$ cat config.mk
export PLATFORM = sky130hd
export DESIGN_NAME = fetch_stage_flat
export DESIGN_NICKNAME = d
export VERILOG_FILES = /design/src/rtl/fetch_stage_if.sv /design/src/rtl/fetch_stage.sv /design/src/flat_wrapper.sv
export SDC_FILE = /design/constraint.sdc
export NUM_CORES = 1
export LEC_CHECK = 0
export CORE_MARGIN = 2
export CORE_UTILIZATION = 46
export CTS_BUF_LIST = sky130_fd_sc_hd__clkbuf_4 sky130_fd_sc_hd__clkbuf_8
export DETAILED_ROUTE_END_ITERATION = 16
export GPL_ROUTABILITY_DRIVEN = 0
export PLACE_DENSITY = 0.9
export SLEW_MARGIN = 20
export SYNTH_ARGS = -nofsm -noshare
export SYNTH_HDL_FRONTEND = slang
export SYNTH_SLANG_ARGS = --single-unit
$ cat constraint.sdc
create_clock -name clk -period 2.36 [get_ports clk]
set_input_delay 0.236 -clock clk [delete_from_list [all_inputs] [get_ports clk]]
set_output_delay 0.236 -clock clk [all_outputs]
set_load 0.02 [all_outputs]
$ cat src/rtl/fetch_stage_if.sv
// Instruction-memory request/response bundle between the fetch stage (master)
// and a multi-cycle instruction memory (slave).
interface fetch_stage_if;
  logic [15:0] imem_addr;
  logic        imem_rd;
  logic [15:0] imem_rdata;
  logic        imem_stall;
  logic        imem_done;
  logic        imem_err;

  modport master (
    output imem_addr, imem_rd,
    input  imem_rdata, imem_stall, imem_done, imem_err
  );

  modport slave (
    input  imem_addr, imem_rd,
    output imem_rdata, imem_stall, imem_done, imem_err
  );
endinterface

$ cat src/rtl/fetch_stage.sv
// Instruction fetch stage with IF/ID register: PC, multi-cycle imem handshake,
// decode stalls, branch redirects (including mid-miss), HALT and fetch errors.
module fetch_stage #(
  parameter logic [15:0] RESET_PC  = 16'h0000,
  parameter logic [15:0] NOP_INSTR = 16'h0800
) (
  input  logic                 clk,
  input  logic                 rst,
  input  logic                 stall_id,
  input  logic                 redirect,
  input  logic [15:0]          redirect_pc,
  fetch_stage_if.master        imem,
  output logic [15:0]          instruction_IFID,
  output logic [15:0]          pcAdd2_IFID,
  output logic                 inst_mem_err_IFID,
  output logic                 valid_IFID,
  output logic                 halt_fetch
);

  typedef enum logic [1:0] {FETCH, WAIT, DROP, HALTED} state_t;
  typedef enum logic [1:0] {IF_HOLD, IF_BUBBLE, IF_LOAD, IF_ERR} ifid_op_t;

  state_t      state, state_nx;
  ifid_op_t    ifid_op;
  logic [15:0] pc, pc_nx, pc_plus2;
  logic        accept;

  assign pc_plus2       = pc + 16'd2;
  assign imem.imem_addr = pc;

  always_ff @(posedge clk) begin
    if (rst) state <= FETCH;
    else     state <= state_nx;
  end

  // Per-state rules pick a default IF/ID action; a done cycle in FETCH/WAIT
  // then falls through to the shared accept priority chain below.
  always_comb begin
    state_nx = state;
    pc_nx    = pc;
    ifid_op  = stall_id ? IF_HOLD : IF_BUBBLE;
    accept   = 1'b0;
    case (state)
      FETCH: begin
        if (imem.imem_done) begin
          accept = 1'b1;
        end else if (redirect) begin
          pc_nx   = redirect_pc;
          ifid_op = IF_BUBBLE;
        end else if (imem.imem_stall) begin
          state_nx = WAIT;
        end
      end
      WAIT: begin
        if (imem.imem_done) begin
          accept = 1'b1;
        end else if (redirect) begin
          pc_nx    = redirect_pc;
          ifid_op  = IF_BUBBLE;
          state_nx = DROP;
        end
      end
      DROP: begin
        if (redirect) begin
          pc_nx   = redirect_pc;
          ifid_op = IF_BUBBLE;
        end
        if (imem.imem_done) state_nx = FETCH;
      end
      HALTED: begin
        if (redirect) begin
          pc_nx    = redirect_pc;
          ifid_op  = IF_BUBBLE;
          state_nx = FETCH;
        end
      end
      default: state_nx = FETCH;
    endcase

    if (accept) begin
      if (redirect) begin
        pc_nx    = redirect_pc;
        ifid_op  = IF_BUBBLE;
        state_nx = FETCH;
      end else if (stall_id) begin
        ifid_op  = IF_HOLD;
        state_nx = FETCH;
      end else if (imem.imem_err) begin
        ifid_op  = IF_ERR;
        state_nx = HALTED;
      end else begin
        ifid_op  = IF_LOAD;
        pc_nx    = pc_plus2;
        state_nx = (imem.imem_rdata[15:11] == 5'b00000) ? HALTED : FETCH;
      end
    end
  end

  always_comb begin
    imem.imem_rd = (state == FETCH);
    halt_fetch   = (state == HALTED);
  end

  // A bubble clears instruction/valid/err but leaves pcAdd2_IFID untouched.
  always_ff @(posedge clk) begin
    if (rst) begin
      pc                <= RESET_PC;
      instruction_IFID  <= NOP_INSTR;
      pcAdd2_IFID       <= '0;
      inst_mem_err_IFID <= 1'b0;
      valid_IFID        <= 1'b0;
    end else begin
      pc <= pc_nx;
      case (ifid_op)
        IF_BUBBLE: begin
          instruction_IFID  <= NOP_INSTR;
          inst_mem_err_IFID <= 1'b0;
          valid_IFID        <= 1'b0;
        end
        IF_LOAD: begin
          instruction_IFID  <= imem.imem_rdata;
          pcAdd2_IFID       <= pc_plus2;
          inst_mem_err_IFID <= 1'b0;
          valid_IFID        <= 1'b1;
        end
        IF_ERR: begin
          instruction_IFID  <= NOP_INSTR;
          pcAdd2_IFID       <= pc_plus2;
          inst_mem_err_IFID <= 1'b1;
          valid_IFID        <= 1'b1;
        end
        default: ;
      endcase
    end
  end

endmodule

$ cat src/flat_wrapper.sv
// flat-port wrapper written by rule: the top's interface ports become plain ports
module fetch_stage_flat 
#(
  parameter logic [15:0] RESET_PC  = 16'h0000,
  parameter logic [15:0] NOP_INSTR = 16'h0800
)
  (clk, rst, stall_id, redirect, redirect_pc, instruction_IFID, pcAdd2_IFID, inst_mem_err_IFID, valid_IFID, halt_fetch, imem_imem_addr, imem_imem_rd, imem_imem_rdata, imem_imem_stall, imem_imem_done, imem_imem_err);
  fetch_stage_if imem_i ();
  input  logic clk;
  input  logic rst;
  input  logic stall_id;
  input  logic redirect;
  input  logic [15:0] redirect_pc;
  output logic [15:0] instruction_IFID;
  output logic [15:0] pcAdd2_IFID;
  output logic inst_mem_err_IFID;
  output logic valid_IFID;
  output logic halt_fetch;
  output wire logic [$bits(imem_i.imem_addr)-1:0] imem_imem_addr;
  output wire logic [$bits(imem_i.imem_rd)-1:0] imem_imem_rd;
  input wire logic [$bits(imem_i.imem_rdata)-1:0] imem_imem_rdata;
  input wire logic [$bits(imem_i.imem_stall)-1:0] imem_imem_stall;
  input wire logic [$bits(imem_i.imem_done)-1:0] imem_imem_done;
  input wire logic [$bits(imem_i.imem_err)-1:0] imem_imem_err;
  assign imem_imem_addr = imem_i.imem_addr;
  assign imem_imem_rd = imem_i.imem_rd;
  assign imem_i.imem_rdata = imem_imem_rdata;
  assign imem_i.imem_stall = imem_imem_stall;
  assign imem_i.imem_done = imem_imem_done;
  assign imem_i.imem_err = imem_imem_err;
  fetch_stage #(.RESET_PC(RESET_PC), .NOP_INSTR(NOP_INSTR)) u_core (.clk(clk), .rst(rst), .stall_id(stall_id), .redirect(redirect), .redirect_pc(redirect_pc), .imem(imem_i), .instruction_IFID(instruction_IFID), .pcAdd2_IFID(pcAdd2_IFID), .inst_mem_err_IFID(inst_mem_err_IFID), .valid_IFID(valid_IFID), .halt_fetch(halt_fetch));
endmodule
# Word level (Yosys, flattened, before mapping)
# Cells that the tools add are included.
# totals
ram_bits	0
latchBits	0
reg_bits	52
mem_bits_ro	0
inputBits	39
memories	0
out_inout_bits	52
# op_classes
n_shift	0
order_cmp	0
bitwise	0
reduce_logical	11
n_eq_ne	13
n_mul	0
n_div	0
n_addsub	1
n_mux	33
# ops
operator	count
two-way mux 16 bit	6
case mux 16 bit (2 select lines)	2
two-way mux 2 bit	17
!= test 3 x 2 -> 1 bit (second input constant)	6
adder 16 x 2 -> 16 bit (second input constant)	1
OR reduction 2 bit	5
== test 2 bit (second input constant)	4
case mux 2 bit (4 select lines)	1
AND reduction 7 bit	1
nonzero test 2 bit	3
zero test 5 bit	1
== test 2 x 1 -> 1 bit (second input constant)	2
two-way mux 1 bit	4
case mux 1 bit (2 select lines)	2
case mux 2 bit (2 select lines)	1
!= test 3 x 1 -> 1 bit (second input constant)	1
zero test 2 bit	1

# Longest topological paths before layout
# Gate-level depths: netlist of the first run.
# depth
depth_word	8
mapped_depth	6

# Worst setup path after synthesis of the first run
# Ideal clock, no wire load.
# synth_timing
path_kind	reg2reg
from	register u_core.pc[1] (netlist: u_core.imem.imem_addr[1])
to	register u_core.pc[11] (netlist: u_core.imem.imem_addr[11])
setup_time_ns	0.074
required_time_ns	2.286
path_slack_ns	0.329
stages_incl_launch_ff	7
arrival_ns	1.957
period_less_slack_ns	2.031
path_cell_list	dfxtp_1 > ha_1 > buf_2 > nand4_1 > or3_1 > or4_1 > a31oi_1
# synth_between
elab_chain_cells	5
# synth_rtl
element	line	rtl
start: declaration	fetch_stage.sv:25	logic [15:0] pc, pc_nx, pc_plus2;
start signal: assignment	fetch_stage.sv:113	pc <= pc_nx;
adder 16 x 2 -> 16 bit	fetch_stage.sv:28	assign pc_plus2 = pc + 16'd2;
two-way mux 16 bit	fetch_stage.sv:88	end else if (imem.imem_err) begin
two-way mux 16 bit	fetch_stage.sv:85	end else if (stall_id) begin
two-way mux 16 bit	fetch_stage.sv:81	if (redirect) begin
two-way mux 16 bit	fetch_stage.sv:80	if (accept) begin
# Every way passes these cells.
# A chain may end at the register's enable or synchronous reset.

# Worst setup path after layout of the first run
# layout_timing
from	register u_core.pc[4] (netlist: u_core.imem.imem_addr[4])
to	register u_core.pc[12] (netlist: u_core.imem.imem_addr[12])
# Same word-level chain as after synthesis.

==> results of run 1 <==
layout by cell type (no fill, tap or decap), types with 4 or more instances in the layout:
cell type	count
sky130_fd_sc_hd__xor2_1	6
sky130_fd_sc_hd__nand2_1	42
sky130_fd_sc_hd__clkbuf_8	6
sky130_fd_sc_hd__inv_1	8
sky130_fd_sc_hd__nor2_1	39
sky130_fd_sc_hd__buf_4	18
sky130_fd_sc_hd__a211oi_1	23
sky130_fd_sc_hd__clkdlybuf4s50_1	90
sky130_fd_sc_hd__nor3_1	5
sky130_fd_sc_hd__or3_1	4
sky130_fd_sc_hd__o21ai_0	7
sky130_fd_sc_hd__dfxtp_1	52
sky130_fd_sc_hd__nand3_1	7
sky130_fd_sc_hd__xnor2_1	15
sky130_fd_sc_hd__nand4_1	4
sky130_fd_sc_hd__a21oi_1	19
worst max-delay path: stages, from the launching register on:
cell	delay, ns
sky130_fd_sc_hd__dfxtp_1	0.50
sky130_fd_sc_hd__nand4_1	0.30
sky130_fd_sc_hd__buf_4	0.25
sky130_fd_sc_hd__nor4_1	0.29
sky130_fd_sc_hd__buf_4	0.18
sky130_fd_sc_hd__mux2i_1	0.18
sky130_fd_sc_hd__a211oi_1	0.08
final cells by class:
cell class	instances	area, um2
fillers	396	1580
multi-input cells	217	1300
flip-flops and latches	52	1040
repair buffers	108	1040
well taps	70	87.6
clock buffers	6	82.6
inverters	9	33.8
clock inverters	2	10.0
power breakdown:
part           switching [mW]  internal [mW]  total [mW]
combinational           0.183          0.192       0.375
clock                   0.293          0.235       0.528
sequential             0.0444          0.916       0.960
total                   0.521           1.34        1.86
final timing paths:
kind	endpoint	slack (ns)
max	u_core.imem.imem_addr[12]	0.44
min	u_core.instruction_IFID[1]	0.46
max reg2reg	u_core.imem.imem_addr[12]	0.44
min reg2reg	u_core.instruction_IFID[1]	0.46
flip-flops by register name, summed over array words and instances (netlist names):
register,cells
u_core.instruction_IFID,16
u_core.valid_IFID,1
u_core.inst_mem_err_IFID,1
u_core.imem.imem_addr,16
u_core.pcAdd2_IFID,16
u_core.state,2
kinds of logic (layout without fill, tap and decap cells):
group	after synthesis	after routing	synth area share [%]
multiplexers	3	3	1.21
AND/OR/NAND/NOR	123	123	24.3
adder cells (fa/ha/maj)	1	1	0.504
AO/OA/AOI/OAI	69	69	18.8
XOR/XNOR	21	21	7.41
buffers and inverters	32	125	5.85
flip-flops	52	52	42.0
metal layers:
layer	vias to the layer above	share of wire (%)	GRT usage (%)
met1	1173	44	29.8
met3	15	4.8	3.84
met5	-	0	0
li1	1243	-	-
met4	0	2.5	10.4
met2	92	49	38.7
metrics by stage:
step	area, um2	hold WS (ns)	setup WS, ns	instances
after global routing	3590	0.474	0.363	464
after floorplan	2480	0.372	0.329	301
final	3590	0.457	0.444	464
after detailed placement	3500	0.450	0.234	456
after global placement	3500	0.441	0.330	456
after CTS	3590	0.463	0.480	464
==> results.rst, run 1 <==
.. list-table::
   :header-rows: 1

   * - Metric
     - Value
   * - Power per cell area
     - slightly above 500 mW/mm2
   * - CP max FO
     - 8
   * - Fraction of synthesis flops using an asynchronous set or reset pin
     - 0%
   * - Maximum buffer depth of the clock tree
     - 2
   * - Most frequent cell after synthesis
     - sky130_fd_sc_hd__dfxtp_1
   * - I/O Buffers
     - 90
   * - Sequential area share after synthesis
     - 42.0%
   * - Via-per-instance ratio
     - approximately 5.4
   * - Pwr Total
     - around 1.9 mW
   * - Run status
     - finished clean
   * - Largest cells by area after synthesis
     - sky130_fd_sc_hd__dfxtp_1 (42%), sky130_fd_sc_hd__a211oi_1 (7.0%), sky130_fd_sc_hd__nand2_1 (6.4%)
   * - Nature of the critical path endpoint
     - register
   * - WP data required
     - about 2.5 ns
   * - Number of clock sinks
     - 52
   * - Data arrival at the endpoint of the critical path
     - between 2 and 2.5 ns
   * - Largest net degree at the start of global routing
     - 38
   * - Cts bufs inserted
     - 5
   * - Number of setup violations in the final report
     - 0
   * - Share of final-layout standard cells stronger than drive strength 1
     - roughly 8.6%
   * - Post-synthesis average cell area
     - between 8 and 9 um2
   * - Detailed-route DRC error count
     - 0
   * - Highest ir drop seen on vdd
     - 312 uV
   * - Startpoint of the worst hold path
     - u_core.instruction_IFID[1]
   * - Via count of the first global-routing pass
     - 2377
   * - Count of cells resized by post-cts repair
     - 0
   * - Syn_nets
     - between 300 and 400
   * - Number of DRC markers after the initial detailed-route iteration
     - around 180
   * - Initial core utilization
     - between 40% and 50%
   * - Post-Synthesis Cells
     - roughly 300
   * - Synth Cell Area
     - ~0.0025 mm2
   * - RR Startpoint
     - u_core.imem.imem_addr[4]
   * - Number of detailed-routing iterations run before antenna repair
     - 7
   * - Die Y
     - 77.4 um
   * - Final critical delay including setup and external delays
     - between 1.5 and 2 ns
   * - Clock transition time at the flip-flop clock pins of the worst setup and hold paths
     - about 0.090 ns
   * - Antenna violations before repair
     - 0
   * - TNS Setup
     - 0 ns
   * - Post-CTS setup-driven buffer insertion count
     - 0
   * - Number of enable flip-flop cells after synthesis
     - 0
   * - Maximum Capacitance Violations
     - 0
   * - Final max-slew violation count
     - 0
   * - Overall routed net length
     - 6840 um
   * - NumNets Final
     - 433
   * - Worst-case headroom to the max-slew limit
     - 72.8%
   * - Die Outline Area
     - about 0.0060 mm2
   * - WL per Instance
     - ~15 um
   * - Clock root buffer
     - sky130_fd_sc_hd__clkbuf_8
   * - TritonCTS clock tree
     - done
   * - Antenna Violating Nets Remaining
     - 0
   * - Core utilization of the finished layout
     - between 60 and 70%
   * - Kind of critical path
     - register to register
   * - Startpoint type of the worst setup path
     - register
   * - Skew-Pair Late Insertion Delay
     - about 0.31 ns
   * - Synth cell types
     - 46
   * - Total I/O pin count
     - 91
   * - Worst setup path startpoint
     - u_core.imem.imem_addr[4]
   * - Leading area contributor after synthesis
     - sky130_fd_sc_hd__dfxtp_1
   * - Max Clk Rate
     - about 520 MHz
   * - Synthesis-stage register bit count
     - between 50 and 60
   * - Via count
     - 2523
   * - Type of the most critical hold path
     - register to register
   * - Post-synth top flop
     - sky130_fd_sc_hd__dfxtp_1
   * - Number of warnings printed during yosys synthesis
     - 0
   * - Cells on worst reg2reg path
     - 6
   * - Hold path depth
     - 2
   * - Remaining global-route overflow
     - 0
   * - RSZ-0062 raised after global routing
     - false
   * - Leak
     - ~1.2 nW
   * - Half-perimeter wire length of the detailed placement result
     - 4900 um
   * - Final setup skew
     - approximately 0.009 ns
   * - Global-route wire length before repair
     - around 11000 um
   * - Core region area
     - roughly 0.0052 mm2
   * - Count of endpoints failing hold in the final timing report
     - 0
   * - Portion of synthesized cell area occupied by the leading cell type
     - a little over two fifths
   * - Number of hold buffers added after CTS
     - 0
   * - Placement Rows
     - 26
   * - Total routing usage reported by global routing
     - about a quarter
   * - Chip Width
     - between 70 and 80 um
   * - Level count of the clock H-tree
     - 2
   * - Synth cell count leaders
     - sky130_fd_sc_hd__dfxtp_1 (52), sky130_fd_sc_hd__nand2_1 (42), sky130_fd_sc_hd__nor2_1 (39), sky130_fd_sc_hd__a211oi_1 (23), sky130_fd_sc_hd__a21oi_1 (19)
   * - Signed area change from the synthesized netlist to the final layout
     - 44.8%
   * - Post-route fraction of the period consumed by the critical path
     - about four fifths
   * - Antenna diode count
     - 0
   * - Worst slew pin tran
     - 0.407 ns
No activity file was read; power rests on OpenSTA's default activity.
==> inputs of run 2 (changes only) <==
Settings changed: CORE_UTILIZATION 46 to 41, PLACE_DENSITY 0.9 to 0.86.
Clock period 2.36 ns to 1.7 ns, I/O delays scaled along.
==> run 2 against run 1 <==
Die area rose by 12%; count of clock-buffer cells in the layout stayed put; core utilization decreased by 4.6 points; largest power group unchanged.
==> results.rst, run 2 (synthesized netlist as in run 1, its figures left out) <==
.. list-table::
   :header-rows: 1

   * - Metric
     - Value
   * - Run status
     - finished clean
   * - Chip Width
     - 81.8 um (+5.6%)
   * - Final setup skew
     - 0.00651 ns (-0.00271 ns)
   * - Final critical delay including setup and external delays
     - roughly 1.7 ns
   * - Initial core utilization
     - 42.2% (-5.8 points)
   * - Detailed-route DRC error count
     - 0 (unchanged)
   * - Overall routed net length
     - 7220 um (+5.6%)
   * - Antenna violations before repair
     - 0 (unchanged)
   * - RSZ-0062 raised after global routing
     - true
   * - Count of endpoints failing hold in the final timing report
     - 0 (unchanged)
   * - Clock transition time at the flip-flop clock pins of the worst setup and hold paths
     - 0.10 ns (about the same)
   * - Power per cell area
     - 729 mW/mm2 (+41%)
   * - Total I/O pin count
     - 91 (unchanged)
   * - Die Y
     - 81.8 um (+5.6%)
   * - Core utilization of the finished layout
     - 64.8% (-4.6 points)
   * - Leak
     - 1.31 nW (+9.2%)
   * - Data arrival at the endpoint of the critical path
     - 1.53 ns (-0.57 ns)
   * - Half-perimeter wire length of the detailed placement result
     - 5440 um (+11%)
   * - Level count of the clock H-tree
     - 2 (unchanged)
   * - Number of detailed-routing iterations run before antenna repair
     - 5 (-2)
   * - Startpoint type of the worst setup path
     - register
   * - Maximum Capacitance Violations
     - 0 (unchanged)
   * - Post-route setup slack
     - 0.00293 ns (-0.441 ns)
   * - Signed area change from the synthesized netlist to the final layout
     - 53.8%
   * - Remaining global-route overflow
     - 0 (unchanged)
   * - Core region area
     - 0.00589 mm2 (+14%)
   * - Type of the most critical hold path
     - input pin to register
   * - Via-per-instance ratio
     - 5.37 (-1.2%)
   * - Via count
     - 2610 (+3.4%)
   * - Die Outline Area
     - 0.00669 mm2 (+12%)
   * - Via count of the first global-routing pass
     - 2474 (+4.1%)
   * - WL per Instance
     - 14.9 um (+0.79%)
   * - Post-CTS setup-driven buffer insertion count
     - 0 (unchanged)
   * - Placement Rows
     - 28 (+7.7%)
   * - I/O Buffers
     - 90 (unchanged)
   * - Commonest cells after routing, fill and taps aside
     - sky130_fd_sc_hd__clkdlybuf4s50_1 (88), sky130_fd_sc_hd__dfxtp_1 (50), sky130_fd_sc_hd__nand2_1 (42)
   * - Final max-slew violation count
     - 0 (unchanged)
   * - Number of setup violations in the final report
     - 0 (unchanged)
   * - Clock root buffer
     - sky130_fd_sc_hd__clkbuf_8
   * - Largest net degree at the start of global routing
     - 31 (-18%)
   * - Total routing usage reported by global routing
     - 21.7% (-1.7 points)
   * - WP data required
     - 1.53 ns (-1.01 ns)
   * - Flop-to-flop setup slack
     - 0.03 ns (-0.41 ns)
   * - Maximum buffer depth of the clock tree
     - 2 (unchanged)
   * - CP max FO
     - 5 (-3)
   * - Highest ir drop seen on vdd
     - 428 uV (+37%)
   * - Share of final-layout standard cells stronger than drive strength 1
     - 14.6% (+6.0 points)
   * - Antenna Violating Nets Remaining
     - 0 (unchanged)
   * - Global-route wire length before repair
     - 11400 um (+1.3%)
   * - Number of hold buffers added after CTS
     - 0 (unchanged)
   * - Kind of critical path
     - register to primary output
   * - Cts bufs inserted
     - 5 (unchanged)
   * - Most common cell after layout, fill and taps aside
     - sky130_fd_sc_hd__clkdlybuf4s50_1
   * - Nature of the critical path endpoint
     - primary output
   * - Number of DRC markers after the initial detailed-route iteration
     - 146 (-18%)
   * - Antenna diode count
     - 0 (unchanged)
   * - Max Clk Rate
     - 589 MHz
   * - Worst slew pin tran
     - 0.398 ns (-0.00949 ns)
   * - Worst-case headroom to the max-slew limit
     - 73.2% (+0.35 points)
   * - Pre-CTS WS
     - -0.331 ns (-0.565 ns)
   * - Skew-Pair Late Insertion Delay
     - 0.30 ns (about the same)
   * - NumNets Final
     - 450 (+3.9%)
   * - Number of clock sinks
     - 52 (unchanged)
   * - Post-route fraction of the period consumed by the critical path
     - between 90% and 100%
   * - TritonCTS clock tree
     - done
==> run 2: metal layers <==
layer	wire length [um]	vias to the layer above	part of all wire [%]	GRT usage [%]
met5	0	-	0	0
met4	95	0	1.3	4.83
met3	329	10	4.6	3.74
met2	3740	85	52	38.9
met1	3060	1238	42	26.9
li1	-	1277	-	-
==> run 2: timing repair <==
action,in CTS,in global routing
resized for setup,1,6
hold endpoints to repair,0,0
pin swaps,0,1
setup endpoints to repair,1,9
==> run 2: worst paths after layout <==
check | start | end | cells past startpoint
hold / removal | imem_imem_rdata[1] | u_core.instruction_IFID[1] | 3
setup / recovery | u_core.imem.imem_addr[10] | imem_imem_addr[10] | 2
setup reg to reg | u_core.state[1] | u_core.imem.imem_addr[5] | 3
hold reg to reg | u_core.instruction_IFID[2] | u_core.instruction_IFID[2] | 2
==> run 2: through the flow <==
stage / cell area (um2) / power, mW / setup TNS [ns] / instances / hold slack (ns)
6_report: 3820 / 2.78 / 0 / 486 / 0.404
5_1_grt: 3820 / 2.91 / -0.132 / 486 / 0.405
3_3_place_gp: 3670 / 1.91 / -2.46 / 478 / 0.443
2_1_floorplan: 2510 / 1.62 / -0.130 / 301 / 0.306
4_1_cts: 3790 / 2.80 / 0 / 486 / 0.401
3_5_place_dp: 3670 / 1.93 / -4.37 / 478 / 0.448
==> run 2: cell type report <==
cell class | instances | area, um2
timing repair buffer | 125 | 1180
sequential | 52 | 1050
clock inverter | 2 | 38.8
tap | 75 | 93.8
fill | 500 | 2070
inverter | 9 | 33.8
multi-input combinational | 217 | 1350
clock buffer | 6 | 76.3
==> run 2: worst max-delay path, cell delays in order (launching register included) <==
cell and delay [ns]:
sky130_fd_sc_hd__dfxtp_1 0.45, sky130_fd_sc_hd__buf_4 0.18, sky130_fd_sc_hd__clkdlybuf4s50_1 0.60
==> run 2: where the power goes <==
group,internal [mW],switching [mW]
Combinational,0.300,0.286
Clock,0.461,0.417
Sequential,1.27,0.0460
Total,2.03,0.748
